## src/rtl/stack_ctrl8.sv

```systemverilog
// -----------------------------------------------------------------------------
// stack_ctrl8 -- LIFO stack controller in front of an external 8-entry ram8.
//
// A push is latched in IDLE and written to the RAM during one WRITE cycle.
// A pop reads the RAM during one READ cycle, and the word is captured into dout.
// A request is accepted only while ready=1, which means the FSM is in IDLE.
//
// Ports
//   clk         rising-edge clock for all state
//   reset       synchronous, active-high reset (takes priority over requests)
//   push, pop   requests, accepted only when ready=1 (push wins if both high)
//   din         word to push, sampled on the accepting edge
//   ready       high in IDLE only
//   dout        last popped word, held until the next pop completes
//   dout_valid  one-cycle strobe marking a new dout
//   count       entries stored, 0..2**AW
//   full/empty  count==2**AW / count==0
//   overflow    sticky: push attempted while full
//   underflow   sticky: pop attempted while empty
//   ram_adr     RAM address (0 while idle)
//   ram_data    RAM write data (always the latched push word)
//   ram_load    RAM write enable, high for the WRITE cycle only
//   ram_out     RAM read data, combinational from ram_adr
// -----------------------------------------------------------------------------
module stack_ctrl8 #(
  parameter int WIDTH = 16,
  parameter int AW    = 3
) (
  input  logic             clk,
  input  logic             reset,
  input  logic             push,
  input  logic             pop,
  input  logic [WIDTH-1:0] din,
  output logic             ready,
  output logic [WIDTH-1:0] dout,
  output logic             dout_valid,
  output logic [AW:0]      count,
  output logic             full,
  output logic             empty,
  output logic             overflow,
  output logic             underflow,
  output logic [AW-1:0]    ram_adr,
  output logic [WIDTH-1:0] ram_data,
  output logic             ram_load,
  input  logic [WIDTH-1:0] ram_out
);

  localparam int          DEPTH     = 2 ** AW;
  localparam logic [AW:0] DEPTH_CNT = DEPTH[AW:0];
  localparam logic [AW:0] ONE       = {{AW{1'b0}}, 1'b1};

  typedef enum logic [1:0] {
    IDLE  = 2'd0,
    WRITE = 2'd1,
    READ  = 2'd2
  } state_t;

  state_t           state;
  logic [WIDTH-1:0] data_q;
  logic [AW:0]      count_dec;

  assign full      = (count == DEPTH_CNT);
  assign empty     = (count == '0);
  assign ram_data  = data_q;
  // The top entry sits one below count; the pop path is taken only when count>0.
  assign count_dec = count - ONE;

  // The RAM-side outputs and ready are registered. They are loaded at the
  // accepting edge, so they are valid for exactly the WRITE/READ cycle.
  always_ff @(posedge clk) begin
    if (reset) begin
      state      <= IDLE;
      count      <= '0;
      data_q     <= '0;
      dout       <= '0;
      dout_valid <= 1'b0;
      overflow   <= 1'b0;
      underflow  <= 1'b0;
      ready      <= 1'b1;
      ram_load   <= 1'b0;
      ram_adr    <= '0;
    end else begin
      // NOTE: every register here uses <=, so all branches read the pre-edge
      // values of count/state; a blocking '=' would let a later line see a
      // half-updated count within the same edge.
      dout_valid <= 1'b0;
      unique case (state)
        IDLE: begin
          if (push) begin
            if (!full) begin
              data_q   <= din;
              ram_adr  <= count[AW-1:0];
              ram_load <= 1'b1;
              ready    <= 1'b0;
              state    <= WRITE;
            end else begin
              overflow <= 1'b1;
            end
          end else if (pop) begin
            if (!empty) begin
              ram_adr <= count_dec[AW-1:0];
              ready   <= 1'b0;
              state   <= READ;
            end else begin
              underflow <= 1'b1;
            end
          end
        end

        WRITE: begin
          count    <= count + ONE;
          ram_load <= 1'b0;
          ram_adr  <= '0;
          ready    <= 1'b1;
          state    <= IDLE;
        end

        READ: begin
          dout       <= ram_out;
          dout_valid <= 1'b1;
          count      <= count_dec;
          ram_adr    <= '0;
          ready      <= 1'b1;
          state      <= IDLE;
        end

        default: begin
          ram_load <= 1'b0;
          ram_adr  <= '0;
          ready    <= 1'b1;
          state    <= IDLE;
        end
      endcase
    end
  end

endmodule

```

## config.mk

```make
export PLATFORM = sky130hd
export DESIGN_NAME = stack_ctrl8
export DESIGN_NICKNAME = d
export VERILOG_FILES = /design/src/rtl/stack_ctrl8.sv
export SDC_FILE = /design/constraint.sdc
export NUM_CORES = 1
export LEC_CHECK = 0
export BUFFER_PORTS_ARGS = -buffer_cell sky130_fd_sc_hd__buf_2
export CAP_MARGIN = 20
export CORE_MARGIN = 2
export CORE_UTILIZATION = 45
export CTS_CLUSTER_SIZE = 16
export DETAILED_ROUTE_END_ITERATION = 10
export PLACE_DENSITY = 0.82
export SLEW_MARGIN = 20
export SYNTH_ARGS = -nofsm -noshare
export SYNTH_HDL_FRONTEND = slang
export SYNTH_SLANG_ARGS = --single-unit
```

## constraint.sdc

```tcl
create_clock -name clk -period 2.91 [get_ports clk]
set_input_delay 0.582 -clock clk [delete_from_list [all_inputs] [get_ports clk]]
set_output_delay 0.582 -clock clk [all_outputs]
set_load 0.005 [all_outputs]
```

==> load_flow_metrics.sql, run 1 <==
INSERT INTO impl_metrics (metric_group, metric, value, unit) VALUES
('global_routing', 'grt_start_max_net_pins', '32', ''),
('worst_hold_path', 'hold_path_stages', '2', ''),
('power_and_ir_drop', 'clock_power_share', '29.4', '%'),
('yosys', 'synth-warning-count', '0', ''),
('yosys', 'ys_top_cells_by_count', 'dfxtp_1 (46), nand2_1 (35), nor2_1 (26)', ''),
('yosys', 'synth_area_per_cell', '9.07', 'um2'),
('routing', 'drt-initial-drc-count', '56', ''),
('clock_tree', 'cts_root_buffer', 'clkbuf_8', ''),
('cells_and_area', 'area_growth_syn_to_layout', '29.4', '%'),
('timing', 'rsz0062_at_grt', 'false', ''),
('routing', 'ant_nets', '0', ''),
('timing', 'worstMarginPinSlew', '0.575', 'ns'),
('timing', 'layout_worst_path_cycle_share', '72.7', '%'),
('worst_setup_path', 'worst-r2r-setup-slack', '0.93', 'ns'),
('timing', 'setup_tns', '0', 'ns'),
('global_routing', 'first_global_vias', '1521', ''),
('place', 'post-place-cells', '315', ''),
('power_and_ir_drop', 'power_density_over_the_cells', '566', 'nW/um2'),
('clock_tree', 'clk_pin_slew_worst_paths', '0.09', 'ns'),
('power_and_ir_drop', 'combinationalPowerShare', '17.0', '%'),
('routing', 'wl_per_cell', '11.9', 'um'),
('clock_tree', 'clock_path_buffers', '2', ''),
('worst_setup_path', 'reg_to_reg_end', 'ram_adr[0]', ''),
('worst_setup_path', 'timing.setup.critical_path_class', 'reg2out', ''),
('yosys', 'yosys_most_used_dff', 'dfxtp_1', ''),
('routing', 'met1Wirelength', '1.64', 'mm'),
('worst_setup_path', 'crit_path_max_fanout', '7', ''),
('cells_and_area', 'post_layout_nonfiller_instances', '323', ''),
('worst_setup_path', 'cp_common_cell', 'inv_1', ''),
('floorplanning', 'dieWidth', '66.7', 'um'),
('cells_and_area', 'num_antenna_cells', '0', ''),
('yosys', 'mapped_cell_area', '1770', 'um2'),
('worst_hold_path', 'hp-start', 'ram_data[7]', ''),
('clock_tree', 'cts.sink_count', '46', ''),
('yosys', 'synth.largest_area_cell', 'dfxtp_1', ''),
('clock_tree', 'post-cts-setup-buffer-count', '0', ''),
('routing', 'aggregate_routed_wire_length', '3.84', 'mm'),
('worst_setup_path', 'reg2reg_from', 'count[0]', ''),
('global_routing', 'gr-total-overflow', '0', ''),
('worst_setup_path', 'cell_count_of_the_worst_reg_to_reg_path', '6', ''),
('routing', 'drc_errors', '0', ''),
('floorplanning', 'die_area', '4450', 'um2'),
('yosys', 'yosys.area.top_type_share', '52.1', '%'),
('power_and_ir_drop', 'power_after_layout', '1.30', 'mW'),
('routing', 'highest-signal-layer', 'met4', ''),
('global_routing', 'antenna_found_initial', '0', ''),
('power_and_ir_drop', 'intPower', '0.943', 'mW'),
('timing', 'setup_viol_count_final', '0', ''),
('timing', 'slew_headroom', '61.6', '%'),
('clock_tree', 'clkLatencyLatePin', '0.29', 'ns'),
('place', 'port-buffer-count', '81', ''),
('power_and_ir_drop', 'p_leak', '1.07', 'nW'),
('global_routing', 'grtUsageTotal', '18.9', '%'),
('routing', 'wl_met3', '223', 'um'),
('cells_and_area', 'final_layout_size_suffix_gt1_share', '34.9', '%'),
('yosys', 'synth_cells', '195', ''),
('outcome', 'result_of_the_run', 'complete, no violations', ''),
('clock_tree', 'tritoncts.num_buffers', '5', ''),
('cells_and_area', 'nFillCells', '356', ''),
('power_and_ir_drop', 'power.ir.vdd_worst', '0.354', 'mV'),
('worst_hold_path', 'whs_endpoint', 'ram_data[7]', ''),
('cells_and_area', 'final_nets', '314', ''),
('timing', 'timing_max_transition_violations_final', '0', ''),
('place', 'dp_hpwl', '2.86', 'mm'),
('timing', 'fin_worst_skew', '0.00557', 'ns'),
('floorplanning', 'floorplan.core_area', '3720', 'um2'),
('yosys', 'seq_area_frac_synth', '52.1', '%'),
('power_and_ir_drop', 'power.share.sequential', '53.6', '%'),
('worst_setup_path', 'timing.critical_path.cells', 'inv_1 -> ha_1 -> nand3b_1 -> inv_1 -> buf_2', ''),
('timing', 'timing.hold.ws', '0.454', 'ns'),
('routing', 'drt_first_pass_iters', '4', '');
-- worst max path at each step --
stage,from,depth (start not counted),slack [ns],end
CTS,count[0],5,0.78,full
detailed placement,count[0],6,0.96,ram_adr[0]
finish,count[0],5,0.80,full
global route,count[0],5,0.69,full
global placement,count[0],6,1.06,ram_adr[0]
floorplan,count[0],7,1.08,ram_adr[0]
-- critical path: cells and delay by family, from the launching register on --
family | cells | cell delay, ns
adder cells (fa/ha/maj) | 1 | 0.27
buffers and inverters | 3 | 0.35
AND/OR/NAND/NOR | 1 | 0.17
flip-flops | 1 | 0.46
-- cells by family after synthesis --
kind of cell | synth area share, %
AND/OR/NAND/NOR | 18.5
flip-flops | 52.1
AO/OA/AOI/OAI | 9.77
multiplexers | 10.3
buffers and inverters | 3.96
adder cells (fa/ha/maj) | 3.40
XOR/XNOR | 1.98
-- layer usage --
layer,up-vias,track usage [%]
met2,52,34.9
met5,-,0
li1,805,-
met4,0,8.42
met1,721,20.3
met3,5,4.22
-- metrics by stage --
stage	util [%]	cell area, um2	worst slack [ns]
after global placement	59.2	2200	1.06
after global routing	61.6	2290	0.689
after CTS	61.6	2290	0.782
after floorplan	-	1770	1.08
final	61.6	2290	0.795
after detailed placement	59.2	2200	0.956
-- power groups by stage --
| stage | clock network [mW] | logic [mW] | registers [mW] |
|---|---|---|---|
| 6_report | 0.382 | 0.220 | 0.695 |
| 3_5_place_dp | 0 | 0.223 | 0.710 |
| 4_1_cts | 0.395 | 0.224 | 0.695 |
| 5_1_grt | 0.425 | 0.250 | 0.700 |
| 3_3_place_gp | 0 | 0.217 | 0.708 |
| 2_1_floorplan | 0 | 0.130 | 0.711 |
-- cells in the final DEF (no fill, tap or decap), drive strengths merged --
master   synthesis  layout
nor4b            1       1
a21oi           20      20
a31oi            1       1
o21ai            2       2
a31o             1       1
a41oi            1       1
nand3b           1       1
nand2b           1       1
and3             1       1
nand2           35      35
maj3             1       1
nor3b            1       1
clkinv           0       2
dfxtp           46      46
or3b             1       1
nor2b            1       1
o211ai           1       1
buf              5      83
nor3             3       3
nand3            3       3
xor2             2       2
mux2             2       2
a211oi           3       3
inv              6       7
ha               4       4
clkbuf           6       5
xnor2            2       2
mux2i           16      16
a2bb2oi          1       1
and4b            1       1
nor2            26      26
-- sequential cells by signal, indices dropped and copies added (netlist names) --
name        flops
state           2
ready           1
dout           16
count           4
ram_adr         3
ram_load        1
ram_data       16
overflow        1
dout_valid      1
underflow       1
-- layout make-up --
type	instances	area [um2]	share of cell area [%]
flip-flops and latches	46	921	40.2
clock inverters	3	18.8	0.820
multi-input cells	132	777	34.0
repair buffers	83	420	18.4
clock buffers	5	68.8	3.01
inverters	6	22.5	0.984
well taps	48	60.1	2.62
No activity file was read; power rests on OpenSTA's default activity.
==> run 2: changes to the inputs <==
Settings changed: ABC_AREA set to 1, CORE_UTILIZATION 45 to 42, PLACE_DENSITY 0.82 to 0.79.
Clock period 2.91 ns to 1.8 ns, I/O delays scaled along.
==> run 2 against run 1 <==
Sequential power is 63% higher. First-iteration DRC count is 32% higher. Critical endpoint unchanged. Sequential share of layout area is 2.7 points lower. Worst setup slack worse by 0.69 ns. Wire length is 9.2% higher. Design area is 7.1% higher. Synthesized cell count is 24% higher. Largest power group unchanged. Combinational power is 75% higher. Via count is 15% higher. Non-clock buffer count is 4 higher.
==> load_flow_metrics.sql, run 2 <==
INSERT INTO impl_metrics (metric_group, metric, value, unit) VALUES
('outcome', 'result_of_the_run', 'complete, no violations', ''),
('yosys', 'async_flop_share', '0', '%'),
('global_routing', 'grt_pass1_wl', '7.13', 'mm'),
('routing', 'drt_first_pass_iters', '4', ''),
('cells_and_area', 'seqCellArea', '921', 'um2'),
('clock_tree', 'cts_tree', 'yes', ''),
('place', 'postPlaceCellArea', '2300', 'um2'),
('timing', 'rsz0062_at_grt', 'false', ''),
('power_and_ir_drop', 'power.ir.vdd_worst', '0.428', 'mV'),
('floorplanning', 'dieWidth', '70.3', 'um'),
('timing', 'max_freq', '592', 'MHz'),
('yosys', 'synth-warning-count', '0', ''),
('global_routing', 'grt_most_used_layer', 'met2', ''),
('routing', 'avgViaCountPerCell', '4.85', ''),
('timing', 'timing_max_transition_violations_final', '0', ''),
('cells_and_area', 'area_growth_syn_to_layout', '32.9', '%'),
('global_routing', 'grt_start_max_net_pins', '22', ''),
('global_routing', 'gr-total-overflow', '0', ''),
('yosys', 'synth.most_common_cell', 'dfxtp_1', ''),
('yosys', 'synth.largest_area_cell', 'dfxtp_1', ''),
('cells_and_area', 'most-common-layout-cells', 'buf_2 (81), dfxtp_1 (46), nor2_1 (44)', ''),
('worst_setup_path', 'worst-r2r-setup-slack', '0.42', 'ns'),
('worst_setup_path', 'reg2reg_from', 'state[0]', ''),
('cells_and_area', 'num_antenna_cells', '0', ''),
('timing', 'fin_worst_skew', '0.00282', 'ns'),
('place', 'post-place-cells', '368', ''),
('yosys', 'mapped_cell_area', '1840', 'um2'),
('yosys', 'synth_seq_cells', '46', ''),
('timing', 'setup_viol_count_final', '0', ''),
('clock_tree', 'clkLatencyLatePin', '0.29', 'ns'),
('timing', 'setup_tns', '0', 'ns'),
('flow_run', 'total_of_max_cap_violations', '0', ''),
('clock_tree', 'clock_path_buffers', '2', ''),
('floorplanning', 'floorplan.io_pins', '82', ''),
('timing', 'layout_worst_path_cycle_share', '93.9', '%'),
('yosys', 'syn-num-nets', '281', ''),
('routing', 'aggregate_routed_wire_length', '4.19', 'mm'),
('floorplanning', 'core.rowCount', '24', ''),
('clock_tree', 'postCtsHoldBufs', '0', ''),
('yosys', 'netlist_top_cells_area', 'dfxtp_1 (50%), o21ai_0 (9.8%), nor2_1 (9.0%)', ''),
('timing', 'hold_violations', '0', ''),
('clock_tree', 'ctsHtreeMaxLevel', '2', ''),
('place', 'dp_hpwl', '3.06', 'mm'),
('place', 'port-buffer-count', '81', ''),
('routing', 'wl_per_cell', '11.2', 'um'),
('yosys', 'ys_top_cells_by_count', 'dfxtp_1 (46), nor2_1 (44), o21ai_0 (36)', ''),
('clock_tree', 'tritoncts.num_buffers', '5', ''),
('routing', 'drc_errors', '0', ''),
('cells_and_area', 'post_layout_nonfiller_instances', '376', ''),
('yosys', 'synth_cells', '241', ''),
('timing', 'slew_headroom', '75.8', '%'),
('global_routing', 'grtUsageMet3', '6.06', '%'),
('power_and_ir_drop', 'p_leak', '1.25', 'nW'),
('yosys', 'count_of_flip_flops_with_a_built_in_enable_after_synthesis', '0', ''),
('place', 'routabilityCongestion', '0.864', ''),
('routing', 'via_count', '1823', ''),
('routing', 'drt-initial-drc-count', '74', ''),
('worst_setup_path', 'timing.setup.critical_path_class', 'reg2out', ''),
('cells_and_area', 'finish.instance_area', '2450', 'um2'),
('worst_hold_path', 'min_path_type', 'in2reg', ''),
('power_and_ir_drop', 'power_density_over_the_cells', '986', 'nW/um2'),
('place', 'pre_cts_slack', '0.206', 'ns'),
('yosys', 'yosys.area.top_type_share', '49.9', '%'),
('timing', 'worstMarginPinSlew', '0.363', 'ns'),
('floorplanning', 'die-height', '70.3', 'um'),
('cells_and_area', 'final_core_occ', '57.1', '%'),
('global_routing', 'grtUsageTotal', '17.5', '%'),
('cells_and_area', 'final_layout_size_suffix_gt1_share', '32.1', '%'),
('worst_setup_path', 'timing.critical_path.to_type', 'output pin', ''),
('timing', 'min_period', '1.69', 'ns'),
('clock_tree', 'cts_root_buffer', 'clkbuf_8', ''),
('cells_and_area', 'layout.cells.most_common', 'buf_2', ''),
('clock_tree', 'clk_pin_slew_worst_paths', '0.09', 'ns'),
('yosys', 'yosys_most_used_dff', 'dfxtp_1', ''),
('worst_setup_path', 'reg_to_reg_end', 'count[3]', ''),
('cells_and_area', 'nFillCells', '419', ''),
('timing', 'final_critical_path_setup_slack', '0.109', 'ns'),
('cells_and_area', 'multiInputGateArea', '807', 'um2'),
('cells_and_area', 'final_nets', '363', ''),
('timing', 'timing.hold.ws', '0.286', 'ns'),
('clock_tree', 'post-cts-setup-buffer-count', '0', ''),
('worst_hold_path', 'whs_endpoint', 'dout[8]', ''),
('floorplanning', 'floorplan.core_area', '4290', 'um2'),
('routing', 'ant_nets', '0', ''),
('floorplanning', 'die_area', '4940', 'um2'),
('worst_setup_path', 'arrival', '1.33', 'ns'),
('worst_hold_path', 'hp-start', 'ram_out[8]', ''),
('clock_tree', 'cts.sink_count', '46', ''),
('global_routing', 'met1_usage', '21.7', '%'),
('global_routing', 'first_global_vias', '1656', ''),
('yosys', 'seq_area_frac_synth', '49.9', '%'),
('worst_setup_path', 'critPathLaunchType', 'register', ''),
('power_and_ir_drop', 'power_after_layout', '2.42', 'mW'),
('yosys', 'synth_area_per_cell', '7.65', 'um2'),
('floorplanning', 'initial_utilization', '42.9', '%'),
('yosys', 'netlist-cell-type-count', '22', ''),
('global_routing', 'grt_util_met2', '28.5', '%'),
('worst_setup_path', 'critical_path_required', '1.44', 'ns'),
('global_routing', 'antenna_found_initial', '0', ''),
('worst_setup_path', 'cell_count_of_the_worst_reg_to_reg_path', '9', ''),
('worst_setup_path', 'crit_path_max_fanout', '18', ''),
('worst_hold_path', 'hold_path_stages', '3', '');
-- run 2: final cells by class --
cell class / count / share of cell area, %
inverter: 17 / 2.86
multi-input combinational: 166 / 32.9
tap: 52 / 2.65
sequential: 46 / 37.6
clock buffer: 5 / 2.81
clock inverter: 3 / 2.81
timing repair buffer: 87 / 18.4
-- run 2: cells by family (layout without fill, tap and decap cells) --
family                   after synthesis  after routing  share of synthesized area [%]
XOR/XNOR                               1              1                          0.475
AO/OA/AOI/OAI                         64             64                           17.6
AND/OR/NAND/NOR                       97             97                           22.3
adder cells (fa/ha/maj)                4              4                           2.71
buffers and inverters                 29            112                           6.99
flip-flops                            46             46                           49.9
-- run 2: worst max path at each step --
stage | slack (ns) | end | from
after CTS | 0.01 | full | count[0]
after global routing | 0.02 | full | count[1]
after floorplan | 0.37 | full | count[0]
final | 0.11 | full | count[1]
after global placement | 0.27 | full | count[0]
after detailed placement | 0.21 | full | count[0]
-- run 2: power by group --
group	internal [mW]	total, mW	switching [mW]
logic	0.174	0.386	0.212
clock network	0.556	0.906	0.350
registers	1.09	1.13	0.0378
-- run 2: critical path, cell delays in order, from the launching register on --
cell and delay (ns):
dfxtp_1 0.35, inv_1 0.13, ha_4 0.17, nand3_4 0.11
inv_6 0.13, buf_2 0.13
-- run 2: metal layers --
| layer | wire length, um | vias to the layer above | part of all wire [%] |
|---|---|---|---|
| met5 | 0 | - | 0 |
| met4 | 38 | 0 | 0.91 |
| met3 | 394 | 5 | 9.4 |
| met2 | 1860 | 66 | 44 |
| met1 | 1900 | 796 | 45 |
| li1 | - | 956 | - |
-- run 2: timing repair --
action,in CTS,in global routing
cloned,0,0
gates resized for setup,3,2
setup endpoints to repair,1,2
